<file path="src/rtl/jtag_bscan_top_pkg.sv">
`default_nettype none
// ============================================================================
// Module   : jtag_bscan_top_pkg
// Brief    : Shared TAP state encoding, IR opcodes and BSR cell indexing
//            for the boundary-scan chip top.
// Revision : 1.0 - initial release
// ============================================================================
package jtag_bscan_top_pkg;

  localparam int IR_W = 2;

  typedef logic [IR_W-1:0] ir_t;

  // Sixteen TAP controller states
  typedef enum logic [3:0] {
    TAP_TLR        = 4'h0,
    TAP_RTI        = 4'h1,
    TAP_SELECT_DR  = 4'h2,
    TAP_CAPTURE_DR = 4'h3,
    TAP_SHIFT_DR   = 4'h4,
    TAP_EXIT1_DR   = 4'h5,
    TAP_PAUSE_DR   = 4'h6,
    TAP_EXIT2_DR   = 4'h7,
    TAP_UPDATE_DR  = 4'h8,
    TAP_SELECT_IR  = 4'h9,
    TAP_CAPTURE_IR = 4'hA,
    TAP_SHIFT_IR   = 4'hB,
    TAP_EXIT1_IR   = 4'hC,
    TAP_PAUSE_IR   = 4'hD,
    TAP_EXIT2_IR   = 4'hE,
    TAP_UPDATE_IR  = 4'hF
  } tap_state_e;

  // Instruction opcodes
  localparam ir_t c_ir_extest  = 2'b00;
  localparam ir_t c_ir_sample  = 2'b01;
  localparam ir_t c_ir_intest  = 2'b10;
  localparam ir_t c_ir_bypass  = 2'b11;
  // Fixed value loaded into the IR shift stage on Capture-IR
  localparam ir_t c_ir_capture = 2'b01;

  // BSR cell positions, TDI side is index 0
  localparam int c_idx_a = 0;

  function automatic int idx_b(input int n);
    return n;
  endfunction

  function automatic int idx_cin(input int n);
    return 2 * n;
  endfunction

  function automatic int idx_sel(input int n);
    return 2 * n + 1;
  endfunction

  function automatic int idx_sum(input int n);
    return 2 * n + 2;
  endfunction

  function automatic int idx_co(input int n);
    return 3 * n + 2;
  endfunction

  function automatic int bsr_len(input int n);
    return 3 * n + 3;
  endfunction

endpackage
`default_nettype wire

</file>
<file path="src/rtl/jtag_bscan_top_if.sv">
`default_nettype none
// ============================================================================
// Module   : jtag_bscan_top_if
// Brief    : Chip pin bundle: JTAG serial pins plus the adder/subtractor
//            system pins. master = board side, slave = chip side.
// Revision : 1.0 - initial release
// ============================================================================
interface jtag_bscan_top_if #(
  parameter int N = 16
);
  logic         TMS;
  logic         TDI;
  logic         TDO;
  logic [N-1:0] sys_pin_a;
  logic [N-1:0] sys_pin_b;
  logic         sys_pin_cin;
  logic         sys_pin_sel;
  logic [N-1:0] sys_pin_sum;
  logic         sys_pin_co;

  modport master (
    output TMS, TDI, sys_pin_a, sys_pin_b, sys_pin_cin, sys_pin_sel,
    input  TDO, sys_pin_sum, sys_pin_co
  );

  modport slave (
    input  TMS, TDI, sys_pin_a, sys_pin_b, sys_pin_cin, sys_pin_sel,
    output TDO, sys_pin_sum, sys_pin_co
  );
endinterface
`default_nettype wire

</file>
<file path="src/rtl/jtag_tap_fsm.sv">
`default_nettype none
// ============================================================================
// Module   : jtag_tap_fsm
// Brief    : 16-state TAP controller with decoded capture/shift/update
//            strobes and a register-reset strobe for Test-Logic-Reset.
// Revision : 1.0 - initial release
// ============================================================================
module jtag_tap_fsm
  import jtag_bscan_top_pkg::*;
(
  input  logic clk,
  input  logic rst,
  input  logic i_tms,
  output logic o_capture_dr,
  output logic o_shift_dr,
  output logic o_update_dr,
  output logic o_capture_ir,
  output logic o_shift_ir,
  output logic o_update_ir,
  output logic o_regs_reset
);

  tap_state_e r_state;
  tap_state_e w_state_next;

  // TAP state register
  always_ff @(posedge clk) begin
    if (rst) r_state <= TAP_TLR;
    else     r_state <= w_state_next;
  end

  // Next-state decode and per-state action strobes
  always_comb begin
    w_state_next = r_state;
    o_capture_dr = 1'b0;
    o_shift_dr   = 1'b0;
    o_update_dr  = 1'b0;
    o_capture_ir = 1'b0;
    o_shift_ir   = 1'b0;
    o_update_ir  = 1'b0;
    case (r_state)
      TAP_TLR:        w_state_next = i_tms ? TAP_TLR       : TAP_RTI;
      TAP_RTI:        w_state_next = i_tms ? TAP_SELECT_DR : TAP_RTI;
      TAP_SELECT_DR:  w_state_next = i_tms ? TAP_SELECT_IR : TAP_CAPTURE_DR;
      TAP_CAPTURE_DR: begin
        o_capture_dr = 1'b1;
        w_state_next = i_tms ? TAP_EXIT1_DR : TAP_SHIFT_DR;
      end
      TAP_SHIFT_DR: begin
        o_shift_dr   = 1'b1;
        w_state_next = i_tms ? TAP_EXIT1_DR : TAP_SHIFT_DR;
      end
      TAP_EXIT1_DR:   w_state_next = i_tms ? TAP_UPDATE_DR : TAP_PAUSE_DR;
      TAP_PAUSE_DR:   w_state_next = i_tms ? TAP_EXIT2_DR  : TAP_PAUSE_DR;
      TAP_EXIT2_DR:   w_state_next = i_tms ? TAP_UPDATE_DR : TAP_SHIFT_DR;
      TAP_UPDATE_DR: begin
        o_update_dr  = 1'b1;
        w_state_next = i_tms ? TAP_SELECT_DR : TAP_RTI;
      end
      TAP_SELECT_IR:  w_state_next = i_tms ? TAP_TLR : TAP_CAPTURE_IR;
      TAP_CAPTURE_IR: begin
        o_capture_ir = 1'b1;
        w_state_next = i_tms ? TAP_EXIT1_IR : TAP_SHIFT_IR;
      end
      TAP_SHIFT_IR: begin
        o_shift_ir   = 1'b1;
        w_state_next = i_tms ? TAP_EXIT1_IR : TAP_SHIFT_IR;
      end
      TAP_EXIT1_IR:   w_state_next = i_tms ? TAP_UPDATE_IR : TAP_PAUSE_IR;
      TAP_PAUSE_IR:   w_state_next = i_tms ? TAP_EXIT2_IR  : TAP_PAUSE_IR;
      TAP_EXIT2_IR:   w_state_next = i_tms ? TAP_UPDATE_IR : TAP_SHIFT_IR;
      TAP_UPDATE_IR: begin
        o_update_ir  = 1'b1;
        w_state_next = i_tms ? TAP_SELECT_DR : TAP_RTI;
      end
      default:        w_state_next = TAP_TLR;
    endcase
    // Clearing on the edge that enters Test-Logic-Reset makes the reset
    // values visible as soon as the controller arrives there.
    o_regs_reset = rst || (w_state_next == TAP_TLR);
  end

endmodule
`default_nettype wire

</file>
<file path="src/rtl/jtag_bscan_top.sv">
`default_nettype none
// ============================================================================
// Module   : jtag_bscan_top
// Brief    : Chip top: TAP controller, 2-bit IR, bypass register and a
//            3*N+3 cell boundary-scan register wrapped around an N-bit
//            add/subtract core.
// Revision : 1.0 - initial release
// ============================================================================
module jtag_bscan_top
  import jtag_bscan_top_pkg::*;
#(
  parameter int N = 16
) (
  input  logic             TCK,
  input  logic             TRST,
  jtag_bscan_top_if.slave  bus
);

  localparam int c_bsr_len = bsr_len(N);
  localparam int c_idx_b   = idx_b(N);
  localparam int c_idx_cin = idx_cin(N);
  localparam int c_idx_sel = idx_sel(N);
  localparam int c_idx_sum = idx_sum(N);
  localparam int c_idx_co  = idx_co(N);

  logic w_capture_dr, w_shift_dr, w_update_dr;
  logic w_capture_ir, w_shift_ir, w_update_ir;
  logic w_regs_reset;

  ir_t  r_ir_sh, r_ir_upd, w_ir_shin;
  logic w_extest, w_intest, w_sel_bsr;

  logic [c_bsr_len-1:0] r_bsr_sh, r_bsr_upd, w_bsr_cap, w_bsr_shin;
  logic r_bypass, r_tdo, w_tdo_next;

  logic [N-1:0] w_core_a, w_core_b, w_b_eff, w_core_sum, w_pin_sum;
  logic         w_core_cin, w_core_sel, w_core_co, w_pin_co;
  logic [N:0]   w_core_res;

  jtag_tap_fsm u_fsm (
    .clk          (TCK),
    .rst          (TRST),
    .i_tms        (bus.TMS),
    .o_capture_dr (w_capture_dr),
    .o_shift_dr   (w_shift_dr),
    .o_update_dr  (w_update_dr),
    .o_capture_ir (w_capture_ir),
    .o_shift_ir   (w_shift_ir),
    .o_update_ir  (w_update_ir),
    .o_regs_reset (w_regs_reset)
  );

  assign w_extest  = (r_ir_upd == c_ir_extest);
  assign w_intest  = (r_ir_upd == c_ir_intest);
  assign w_sel_bsr = w_extest || w_intest || (r_ir_upd == c_ir_sample);

  // ---------------- Instruction register ----------------
  // TDI enters at the MSB, LSB leaves toward TDO
  assign w_ir_shin = {bus.TDI, r_ir_sh[IR_W-1:1]};

  for (genvar j = 0; j < IR_W; j++) begin : g_ir_bit
    // IR shift stage and update latch for one bit
    always_ff @(posedge TCK) begin
      if (w_regs_reset) begin
        r_ir_sh[j]  <= c_ir_capture[j];
        r_ir_upd[j] <= c_ir_bypass[j];
      end else begin
        if (w_capture_ir)    r_ir_sh[j] <= c_ir_capture[j];
        else if (w_shift_ir) r_ir_sh[j] <= w_ir_shin[j];
        if (w_update_ir)     r_ir_upd[j] <= r_ir_sh[j];
      end
    end
  end

  // ---------------- Core input muxing ----------------
  for (genvar i = 0; i < N; i++) begin : g_core_in
    assign w_core_a[i] = w_intest ? r_bsr_upd[c_idx_a + i] : bus.sys_pin_a[i];
    assign w_core_b[i] = w_intest ? r_bsr_upd[c_idx_b + i] : bus.sys_pin_b[i];
  end
  assign w_core_cin = w_intest ? r_bsr_upd[c_idx_cin] : bus.sys_pin_cin;
  assign w_core_sel = w_intest ? r_bsr_upd[c_idx_sel] : bus.sys_pin_sel;

  // Add (sel=1) or add-with-inverted-B (sel=0), full N+1 bit result
  always_comb begin
    w_b_eff    = w_core_sel ? w_core_b : ~w_core_b;
    w_core_res = {1'b0, w_core_a} + {1'b0, w_b_eff} + {{N{1'b0}}, w_core_cin};
  end
  assign {w_core_co, w_core_sum} = w_core_res;

  // ---------------- Output pin muxing ----------------
  for (genvar i = 0; i < N; i++) begin : g_pin_out
    assign w_pin_sum[i] = (w_extest || w_intest) ? r_bsr_upd[c_idx_sum + i]
                                                 : w_core_sum[i];
  end
  assign w_pin_co        = (w_extest || w_intest) ? r_bsr_upd[c_idx_co] : w_core_co;
  assign bus.sys_pin_sum = w_pin_sum;
  assign bus.sys_pin_co  = w_pin_co;

  // ---------------- Boundary-scan register ----------------
  // Input cells see the pins, output cells see the core result
  assign w_bsr_cap  = {w_core_co, w_core_sum, bus.sys_pin_sel, bus.sys_pin_cin,
                       bus.sys_pin_b, bus.sys_pin_a};
  assign w_bsr_shin = {r_bsr_sh[c_bsr_len-2:0], bus.TDI};

  for (genvar i = 0; i < c_bsr_len; i++) begin : g_bsr_cell
    // One BSR cell: capture/shift flop plus update latch
    always_ff @(posedge TCK) begin
      if (w_regs_reset) begin
        r_bsr_sh[i]  <= 1'b0;
        r_bsr_upd[i] <= 1'b0;
      end else begin
        if (w_capture_dr && w_sel_bsr)    r_bsr_sh[i] <= w_bsr_cap[i];
        else if (w_shift_dr && w_sel_bsr) r_bsr_sh[i] <= w_bsr_shin[i];
        if (w_update_dr && w_sel_bsr)     r_bsr_upd[i] <= r_bsr_sh[i];
      end
    end
  end

  // ---------------- Bypass register ----------------
  // Single-bit DR used when no boundary instruction is active
  always_ff @(posedge TCK) begin
    if (w_regs_reset)                    r_bypass <= 1'b0;
    else if (w_capture_dr && !w_sel_bsr) r_bypass <= 1'b0;
    else if (w_shift_dr && !w_sel_bsr)   r_bypass <= bus.TDI;
  end

  // ---------------- TDO ----------------
  // Serial output source for the current shift state
  always_comb begin
    w_tdo_next = 1'b0;
    if (w_shift_ir)      w_tdo_next = r_ir_sh[0];
    else if (w_shift_dr) w_tdo_next = w_sel_bsr ? r_bsr_sh[c_bsr_len-1] : r_bypass;
  end

  // TDO is launched on the falling edge so it is stable at the next rising edge
  always_ff @(negedge TCK) begin
    if (TRST) r_tdo <= 1'b0;
    else      r_tdo <= w_tdo_next;
  end
  assign bus.TDO = r_tdo;

endmodule
`default_nettype wire

</file>
<file path="src/flat_wrapper.sv">
// flat-port wrapper written by rule: the top's interface ports become plain ports
module jtag_bscan_top_flat import jtag_bscan_top_pkg::*;
#(
  parameter int N = 16
)
  (TCK, TRST, bus_TMS, bus_TDI, bus_sys_pin_a, bus_sys_pin_b, bus_sys_pin_cin, bus_sys_pin_sel, bus_TDO, bus_sys_pin_sum, bus_sys_pin_co);
  jtag_bscan_top_if #(.N(N)) bus_i ();
  input  logic TCK;
  input  logic TRST;
  input wire logic [$bits(bus_i.TMS)-1:0] bus_TMS;
  input wire logic [$bits(bus_i.TDI)-1:0] bus_TDI;
  input wire logic [$bits(bus_i.sys_pin_a)-1:0] bus_sys_pin_a;
  input wire logic [$bits(bus_i.sys_pin_b)-1:0] bus_sys_pin_b;
  input wire logic [$bits(bus_i.sys_pin_cin)-1:0] bus_sys_pin_cin;
  input wire logic [$bits(bus_i.sys_pin_sel)-1:0] bus_sys_pin_sel;
  output wire logic [$bits(bus_i.TDO)-1:0] bus_TDO;
  output wire logic [$bits(bus_i.sys_pin_sum)-1:0] bus_sys_pin_sum;
  output wire logic [$bits(bus_i.sys_pin_co)-1:0] bus_sys_pin_co;
  assign bus_i.TMS = bus_TMS;
  assign bus_i.TDI = bus_TDI;
  assign bus_i.sys_pin_a = bus_sys_pin_a;
  assign bus_i.sys_pin_b = bus_sys_pin_b;
  assign bus_i.sys_pin_cin = bus_sys_pin_cin;
  assign bus_i.sys_pin_sel = bus_sys_pin_sel;
  assign bus_TDO = bus_i.TDO;
  assign bus_sys_pin_sum = bus_i.sys_pin_sum;
  assign bus_sys_pin_co = bus_i.sys_pin_co;
  jtag_bscan_top #(.N(N)) u_core (.TCK(TCK), .TRST(TRST), .bus(bus_i));
endmodule
</file>
<file path="config.mk">
export PLATFORM = sky130hd
export DESIGN_NAME = jtag_bscan_top_flat
export DESIGN_NICKNAME = d
export VERILOG_FILES = /design/src/rtl/jtag_bscan_top_pkg.sv /design/src/rtl/jtag_bscan_top_if.sv /design/src/rtl/jtag_tap_fsm.sv /design/src/rtl/jtag_bscan_top.sv /design/src/flat_wrapper.sv
export SDC_FILE = /design/constraint.sdc
export NUM_CORES = 1
export LEC_CHECK = 0
export CORE_MARGIN = 4
export CORE_UTILIZATION = 63
export CTS_CLUSTER_DIAMETER = 60
export DETAILED_ROUTE_END_ITERATION = 7
export GPL_TIMING_DRIVEN = 1
export PLACE_DENSITY_LB_ADDON = 0.08
export RECOVER_POWER = 25
export SLEW_MARGIN = 20
export SYNTH_ARGS = -nofsm -noshare
export SYNTH_HDL_FRONTEND = slang
export SYNTH_HIERARCHICAL = 1
export SYNTH_SLANG_ARGS = --single-unit
</file>
<file path="constraint.sdc">
create_clock -name TCK -period 10.52 [get_ports TCK]
set_input_delay 1.052 -clock TCK [delete_from_list [all_inputs] [get_ports TCK]]
set_output_delay 1.052 -clock TCK [all_outputs]
set_load 0.05 [all_outputs]
</file>
==> impl_summary.log, run 1 <==
INFO  metric status = finished with violations
INFO  metric failed_checks = capacitance limit, slew limit
INFO  metric static-leakage-power = 2.33 nW
INFO  metric floorplan.rows = 36
INFO  metric critical_path.top_delay_family = buffers and inverters
INFO  metric timing.critical_path.fanout_max = 1
INFO  metric setup.worst_path.class = reg2out
INFO  metric synth-seq-cells = approximately 110
INFO  metric cp.arrival = 6.75 ns
INFO  metric dp_hpwl = 10,100 µm
INFO  metric critical_path.max_stage_delay = between 0.7 and 0.8 ns
INFO  metric power_density_normalized_to_cell_area = 142 mW/mm²
INFO  metric synth_top_area_cell = sky130_fd_sc_hd__dfxtp_1
INFO  metric antennaDiodeCount = 0
INFO  metric drv_cap = 2
INFO  metric fin_worst_skew = 0.0439 ns
INFO  metric starting_drt_drc_count = around 370
INFO  metric gpl.final_weighted_congestion = roughly 0.95
INFO  metric pre_cts_slack = about 3.1 ns
INFO  metric report.final.setup_viol = 0
INFO  metric grt_start_max_net_pins = 107
INFO  metric routed_wl = roughly 15,000 µm
INFO  metric critical_path.slowest_cell = sky130_fd_sc_hd__clkdlybuf4s50_1
INFO  metric number_of_synthesis_warnings = 6
INFO  metric boundaryPins = 56
INFO  metric layout.nets = between 800 and 900
INFO  metric synthToLayoutAreaGrowth = 11.4%
INFO  metric setup-tns-final = 0 ns
INFO  metric yosys-mux-area-fraction = between 10% and 20%
INFO  metric worstMarginPinSlew = around 2.5 ns
INFO  metric drc = 0
INFO  metric cp_data_required_time = 9.47 ns
INFO  metric starting_utilization_of_the_core_area = between 60% and 70%
INFO  metric library_cell_used_as_clock_root_buffer = sky130_fd_sc_hd__clkbuf_8
INFO  metric slew-limit-headroom = -65.6%
INFO  metric crit_path_start_kind = flip-flop
INFO  metric gr-usage-all-layers = between 20% and 30%
INFO  metric synth.top_cell.area_share = between 30 and 40%
INFO  metric synth_xor_xnor_area_share = 4.21%
INFO  metric max_ir_drop_vdd = around 84 µV
INFO  metric clk-insertion-delay-late = 0.41 ns
INFO  metric globalRoute.totalOverflow = 0
INFO  metric synth_async_sr_flop_share = 0%
INFO  metric synthFlopType = sky130_fd_sc_hd__dfxtp_1
INFO  metric synth_unique_cells = 58
INFO  metric post_cts_resized = 0
INFO  metric synthSimpleGateAreaFrac = between 15 and 20%
INFO  metric dp_cells = between 800 and 900
INFO  metric compound_gate_fraction_of_synth_area = roughly a fifth
INFO  metric worstSetupEndpointType = output port
INFO  metric max-clock-path-buffers = 2
INFO  metric worst_hold_path_type = reg2reg
INFO  metric design.core.area = 0.00968 mm²
INFO  metric worstPathBufferInverterCount = 1
INFO  metric synth_top_family_by_area = compound AO/OA/AOI/OAI gates
INFO  metric drt_pre_antenna_iters = 5
INFO  metric crit_end = bus_TDO
INFO  metric grt_setup_unrepaired = no
INFO  metric fp.dieArea = 0.0116 mm²
INFO  metric crit_path_cell_trace = clkdlybuf4s50_1
INFO  metric cts_tree = yes
INFO  metric post_synth.cell_area_avg = 8.54 µm²
INFO  metric synth-adder-area-share = under 10%
INFO  metric critical_path_start = u_core/bus.TDO
INFO  metric synthesis.nets = 785
INFO  metric synth_enable_flop_cells = 0
INFO  metric drv_slew = 109
INFO  metric ctsHoldBuffers = 0
INFO  metric fin_cells = just under 900
INFO  metric total_power = slightly below 0.001 W
INFO  metric global_route_wire_length_before_repair = ~24,000 µm
INFO  metric crit_cells = 1
INFO  metric clk_pin_slew_worst_paths = approximately 0.11 ns
INFO  metric antenna_left = 0
INFO  metric via_count = approximately 5,200
INFO  metric via_count_of_the_first_global_routing_pass = 4,826
INFO  metric drive_above_1_share = under 10%
INFO  metric floorplan.die.height = around 110 µm
INFO  metric synth.yosys.seq_area_share = ~36%
INFO  metric hold_depth = 2
INFO  metric die_outline_width = 107 µm
INFO  metric final_hold_viol_count = 0
INFO  metric cts_made_buffers = 9
INFO  metric r2r-start = u_core/u_fsm/r_state[2]
INFO  metric r2r.worst_path.cells = 5
INFO  metric synthTopCellsByArea = sky130_fd_sc_hd__dfxtp_1, sky130_fd_sc_hd__mux2i_1, sky130_fd_sc_hd__nand2_1
INFO  metric ff2ff_setup_slack = 3.36 ns
INFO  metric worstReg2RegEnd = u_core/bus.TDO
INFO  metric h-tree-depth = 3
INFO  metric post-route-cell-area = 0.00694 mm²
INFO  metric routedWlPerCell = ~16 µm
INFO  metric setup_ws = roughly 2.7 ns
INFO  metric port_buffers = between 50 and 60
INFO  metric synthesis.area = 0.00623 mm²
INFO  metric number_of_antenna_violations_at_the_first_check_in_global_routing = 0
INFO  metric netlist_instances = 730
INFO  metric via_per_inst = 5.88
INFO  metric placed_area = just under 0.007 mm²
INFO  metric clkSinkCount = approximately 110
INFO  metric cts_post_setup_buffers_inserted = 0
==> metrics by stage <==
step | hold WS (ns) | util [%]
3_5_place_dp | 0.444 | 69.7
3_3_place_gp | 0.439 | 69.7
6_report | 0.460 | 71.7
4_1_cts | 0.459 | 71.7
2_1_floorplan | 0.433 | -
5_1_grt | 0.476 | 71.7
==> state kept, by name, indices dropped and copies added (netlist names) <==
register / flops
u_core/r_ir_sh: 2
u_core/r_bypass: 1
u_core/u_fsm/r_state: 4
u_core/r_bsr_sh: 51
u_core/r_bsr_upd: 51
u_core/bus.TDO: 1
u_core/r_ir_upd: 2
==> layer usage <==
metal	track usage [%]	up-vias	wire (µm)	part of all wire (%)
met5	0	-	0	0
met4	9.20	0	305	2.1
met3	3.66	22	722	5.0
met2	42.5	162	7020	48
met1	33.8	2417	6510	45
li1	-	2603	-	-
==> logic make-up after synthesis <==
family / Yosys count
DFF: 112
xor gates and xnor gates: 30
buffers and inverters: 67
adders and majority gates: 17
and+or+nand+nor: 229
AOI/OAI and AO/OA: 179
muxes: 96
==> Yosys cell counts (2+ instances only) <==
cell,instances
sky130_fd_sc_hd__a2111oi_2,2
sky130_fd_sc_hd__a211oi_1,49
sky130_fd_sc_hd__a21oi_1,79
sky130_fd_sc_hd__a21oi_2,2
sky130_fd_sc_hd__a21oi_4,2
sky130_fd_sc_hd__a31oi_1,3
sky130_fd_sc_hd__and2_1,3
sky130_fd_sc_hd__buf_1,7
sky130_fd_sc_hd__buf_2,14
sky130_fd_sc_hd__buf_4,5
sky130_fd_sc_hd__buf_6,3
sky130_fd_sc_hd__clkbuf_1,27
sky130_fd_sc_hd__dfxtp_1,112
sky130_fd_sc_hd__fa_1,2
sky130_fd_sc_hd__ha_1,15
sky130_fd_sc_hd__inv_1,10
sky130_fd_sc_hd__mux2_2,26
sky130_fd_sc_hd__mux2i_1,69
sky130_fd_sc_hd__nand2_1,124
sky130_fd_sc_hd__nand2b_1,2
sky130_fd_sc_hd__nand3_1,10
sky130_fd_sc_hd__nor2_1,62
sky130_fd_sc_hd__nor2b_1,7
sky130_fd_sc_hd__nor3_1,5
sky130_fd_sc_hd__nor3b_1,3
sky130_fd_sc_hd__nor4_1,4
sky130_fd_sc_hd__o211ai_1,9
sky130_fd_sc_hd__o21a_1,6
sky130_fd_sc_hd__o21ai_0,7
sky130_fd_sc_hd__o21ai_1,5
sky130_fd_sc_hd__xnor2_1,25
sky130_fd_sc_hd__xor2_1,5
==> how the worst min path moves through the flow <==
stage / startpoint / to
floorplan: u_core/r_bsr_upd[47] / u_core/r_bsr_upd[47]
global placement: u_core/r_bsr_upd[46] / u_core/r_bsr_upd[46]
detailed placement: u_core/r_bsr_upd[15] / u_core/r_bsr_upd[15]
CTS: u_core/r_bsr_sh[44] / u_core/r_bsr_upd[44]
global route: u_core/r_bsr_upd[12] / u_core/r_bsr_upd[12]
finish: u_core/r_bsr_sh[44] / u_core/r_bsr_upd[44]
==> placed cells by master, fill, tap and decap left out, types with 2 or more instances in the layout <==
master / count
sky130_fd_sc_hd__o211ai_1: 9
sky130_fd_sc_hd__nand2_1: 123
sky130_fd_sc_hd__o21a_1: 6
sky130_fd_sc_hd__clkbuf_1: 3
sky130_fd_sc_hd__mux2_2: 26
sky130_fd_sc_hd__nor4_1: 4
sky130_fd_sc_hd__clkdlybuf4s50_1: 54
sky130_fd_sc_hd__and2_1: 2
sky130_fd_sc_hd__nor3b_1: 3
sky130_fd_sc_hd__inv_6: 2
sky130_fd_sc_hd__a21oi_2: 2
sky130_fd_sc_hd__nor3_1: 5
sky130_fd_sc_hd__nand2_2: 2
sky130_fd_sc_hd__o31ai_4: 2
sky130_fd_sc_hd__o21ai_0: 7
sky130_fd_sc_hd__nand3_1: 10
sky130_fd_sc_hd__clkbuf_8: 9
sky130_fd_sc_hd__ha_1: 15
sky130_fd_sc_hd__a211oi_1: 49
sky130_fd_sc_hd__a31oi_1: 3
sky130_fd_sc_hd__buf_4: 5
sky130_fd_sc_hd__inv_1: 10
sky130_fd_sc_hd__o21ai_1: 5
sky130_fd_sc_hd__nand2b_1: 2
sky130_fd_sc_hd__dfxtp_1: 111
sky130_fd_sc_hd__a21oi_1: 79
sky130_fd_sc_hd__a21oi_4: 2
sky130_fd_sc_hd__nor2_1: 62
sky130_fd_sc_hd__mux2i_1: 69
sky130_fd_sc_hd__nor2b_1: 7
sky130_fd_sc_hd__xnor2_1: 25
sky130_fd_sc_hd__fa_1: 2
sky130_fd_sc_hd__xor2_1: 5
==> cell type report <==
cell class	count	area, µm²
Clock inverter	7	78.8
Tap cell	133	166
Clock buffer	10	128
Multi-Input combinational cell	551	3690
Timing Repair Buffer	62	596
Inverter	10	37.5
Sequential cell	112	2240
Fill cell	807	2740
==> where the power goes <==
group / switching [W] / total [W] / internal, W
Sequential: 0.00000372 / 0.000429 / 0.000425
Combinational: 0.000183 / 0.000288 / 0.000105
Clock: 0.000156 / 0.000270 / 0.000115
Power figures use the tool's default switching activity.
==> run 2, diff against run 1 <==
--- a/config.mk
+++ b/config.mk
@@ -6,7 +6,7 @@
 export NUM_CORES = 1
 export LEC_CHECK = 0
 export CORE_MARGIN = 4
-export CORE_UTILIZATION = 63
+export CORE_UTILIZATION = 53
 export CTS_CLUSTER_DIAMETER = 60
 export DETAILED_ROUTE_END_ITERATION = 7
 export GPL_TIMING_DRIVEN = 1
==> constraint.sdc (replaced) <==
create_clock -name TCK -period 7.09 [get_ports TCK]
set_input_delay 0.709 -clock TCK [delete_from_list [all_inputs] [get_ports TCK]]
set_output_delay 0.709 -clock TCK [all_outputs]
set_load 0.05 [all_outputs]
==> impl_summary.log, run 2 (synthesized netlist as in run 1, its figures left out) <==
INFO  metric status = finished with violations (unchanged)
INFO  metric failed_checks = capacitance limit, slew limit (unchanged)
INFO  metric drive_above_1_share = 9.16% (was 8.91%)
INFO  metric setup.worst_path.class = reg2out (unchanged)
INFO  metric gr-usage-all-layers = 22.8% (was 25.6%)
INFO  metric multi_input_comb_area = 0.00369 mm² (unchanged)
INFO  metric routedWlPerCell = 16.4 µm (was 16.5 µm)
INFO  metric fin_cells = 896 (was 885)
INFO  metric design.core.area = 0.0115 mm² (was 0.00968 mm²)
INFO  metric clkSinkCount = 112 (unchanged)
INFO  metric layout.nets = 803 (was 802)
INFO  metric cts_made_buffers = 9 (unchanged)
INFO  metric die_outline_width = 116 µm (was 107 µm)
INFO  metric drv_cap = 1 (was 2)
INFO  metric worstMarginPinSlew = 4.77 ns (was 2.48 ns)
INFO  metric h-tree-depth = 3 (unchanged)
INFO  metric dp_cells = 880 (was 868)
INFO  metric clk-insertion-delay-late = 0.40 ns (was 0.41 ns)
INFO  metric max_ir_drop_vdd = 195 µV (was 83.9 µV)
INFO  metric floorplan.die.height = 116 µm (was 107 µm)
INFO  metric static-leakage-power = 2.39 nW (was 2.33 nW)
INFO  metric via_count_of_the_first_global_routing_pass = 4,859 (was 4,826)
INFO  metric clk_pin_slew_worst_paths = 0.08 ns (was 0.11 ns)
INFO  metric worst_hold_path_type = reg2reg (unchanged)
INFO  metric biggestRegsByFlops = u_core/r_bsr_sh x51, u_core/r_bsr_upd x51, u_core/u_fsm/r_state x4 (unchanged)
INFO  metric mostFrequentLayoutCells = sky130_fd_sc_hd__nand2_1, sky130_fd_sc_hd__dfxtp_1, sky130_fd_sc_hd__a21oi_1, sky130_fd_sc_hd__mux2i_1, sky130_fd_sc_hd__nor2_1 (unchanged)
INFO  metric report.final.setup_viol = 0 (unchanged)
INFO  metric power_density_normalized_to_cell_area = 225 mW/mm² (was 142 mW/mm²)
INFO  metric cts_tree = yes (unchanged)
INFO  metric post_cts_resized = 0 (unchanged)
INFO  metric final_min_period_over_clock_period = 82.0%
INFO  metric routed_wl = 14,700 µm (was 14,600 µm)
INFO  metric synthToLayoutAreaGrowth = 13.5% (was 11.4%)
INFO  metric layout.filler_cells = 1,048 (was 807)
INFO  metric grt_setup_unrepaired = no (unchanged)
INFO  metric fin_worst_skew = 0.0552 ns (was 0.0439 ns)
INFO  metric setup-tns-final = 0 ns (unchanged)
INFO  metric drt_pre_antenna_iters = 5 (unchanged)
INFO  metric max-clock-path-buffers = 2 (unchanged)
INFO  metric gpl.final_weighted_congestion = 0.901 (was 0.953)
INFO  metric slew-limit-headroom = -218% (was -65.6%)
INFO  metric globalRoute.totalOverflow = 0 (unchanged)
INFO  metric worstSetupEndpointType = output port (unchanged)
INFO  metric number_of_antenna_violations_at_the_first_check_in_global_routing = 0 (unchanged)
INFO  metric period_needed = ~5.8 ns
INFO  metric cp_data_required_time = 6.38 ns (was 9.47 ns)
INFO  metric floorplan.rows = 39 (was 36)
INFO  metric max_freq = ~170 MHz
INFO  metric layout.cells.most_common = sky130_fd_sc_hd__nand2_1 (unchanged)
INFO  metric starting_drt_drc_count = 349 (was 372)
INFO  metric cts_post_setup_buffers_inserted = 0 (unchanged)
INFO  metric boundaryPins = 56 (unchanged)
INFO  metric cp.arrival = 5.11 ns (was 6.75 ns)
INFO  metric ctsHoldBuffers = 0 (unchanged)
INFO  metric dp_hpwl = 10,400 µm (was 10,100 µm)
INFO  metric drc = 0 (unchanged)
INFO  metric via_per_inst = 5.69 (was 5.88)
INFO  metric final_hold_viol_count = 0 (unchanged)
INFO  metric global_route_wire_length_before_repair = 24,600 µm (was 23,900 µm)
INFO  metric port_buffers = 55 (unchanged)
INFO  metric final_core_util = 61.7% (was 71.7%)
INFO  metric grt_start_max_net_pins = 107 (unchanged)
INFO  metric hold_depth = 2 (unchanged)
INFO  metric timing.critical_path.fanout_max = 23 (was 1)
INFO  metric crit_path_start_kind = flip-flop (unchanged)
INFO  metric via_count = 5,095 (was 5,204)
INFO  metric fp.dieArea = 0.0136 mm² (was 0.0116 mm²)
INFO  metric antennaDiodeCount = 0 (unchanged)
INFO  metric antenna_left = 0 (unchanged)
INFO  metric drv_slew = 107 (was 109)
INFO  metric library_cell_used_as_clock_root_buffer = sky130_fd_sc_hd__clkbuf_16 (was sky130_fd_sc_hd__clkbuf_8)
INFO  metric starting_utilization_of_the_core_area = 54.4% (was 64.4%)
INFO  metric regArea = 0.00224 mm² (about the same)
INFO  metric r2r.worst_path.cells = 5 (unchanged)
run 2: critical path, cell delays in order (launching register included):
cell	delay (ns)
sky130_fd_sc_hd__dfxtp_1	0.35
sky130_fd_sc_hd__inv_2	0.07
sky130_fd_sc_hd__nand2_2	0.49
sky130_fd_sc_hd__mux2i_4	0.32
sky130_fd_sc_hd__buf_4	0.29
sky130_fd_sc_hd__xor2_1	0.25
sky130_fd_sc_hd__fa_1	0.24
sky130_fd_sc_hd__inv_1	0.06
sky130_fd_sc_hd__fa_1	0.39
sky130_fd_sc_hd__a21oi_1	0.28
sky130_fd_sc_hd__o21ai_1	0.11
sky130_fd_sc_hd__a21oi_1	0.36
sky130_fd_sc_hd__o31ai_4	0.17
sky130_fd_sc_hd__a311o_1	0.38
sky130_fd_sc_hd__o311ai_1	0.11
sky130_fd_sc_hd__clkdlybuf4s50_1	0.87
run 2: layer usage:
layer  share of wire, %  global-route usage (%)
met1                 48                    31.2
met2                 46                    36.3
met3                4.4                    4.92
met4                1.8                    6.57
met5                  0                       0
run 2: final timing paths:
| path | start | to | slack (ns) |
|---|---|---|---|
| worst max register to register | u_core/u_fsm/r_state[2] | u_core/bus.TDO | 1.70 |
| worst min-delay path | u_core/r_bsr_upd[0] | u_core/r_bsr_upd[0] | 0.46 |
| worst min register to register | u_core/r_bsr_upd[0] | u_core/r_bsr_upd[0] | 0.46 |
| worst max-delay path | u_core/r_ir_upd[0] | bus_sys_pin_sum[14] | 1.27 |
run 2: through the flow:
step | cell area (µm²) | power (W) | worst slack, ns | hold slack (ns)
2_1_floorplan | 6230 | 0.000946 | 2.08 | 0.433
3_3_place_gp | 6770 | 0.00107 | 1.66 | 0.440
3_5_place_dp | 6770 | 0.00108 | 1.57 | 0.446
4_1_cts | 7080 | 0.00161 | 1.30 | 0.456
5_1_grt | 7070 | 0.00166 | 0.905 | 0.479
6_report | 7070 | 0.00160 | 1.27 | 0.456
run 2: cell type report:
type	instances	share of cell area (%)
clock inverter	7	1.08
sequential	112	31.7
timing repair buffer	63	8.58
clock buffer	10	3.38
multi-input combinational	551	52.2
inverter	10	0.531
tap	143	2.53
run 2: where the power goes:
| part | internal (W) | switching, W |
|---|---|---|
| Clock | 0.000290 | 0.000245 |
| Sequential | 0.000630 | 0.00000550 |
| Combinational | 0.000157 | 0.000269 |
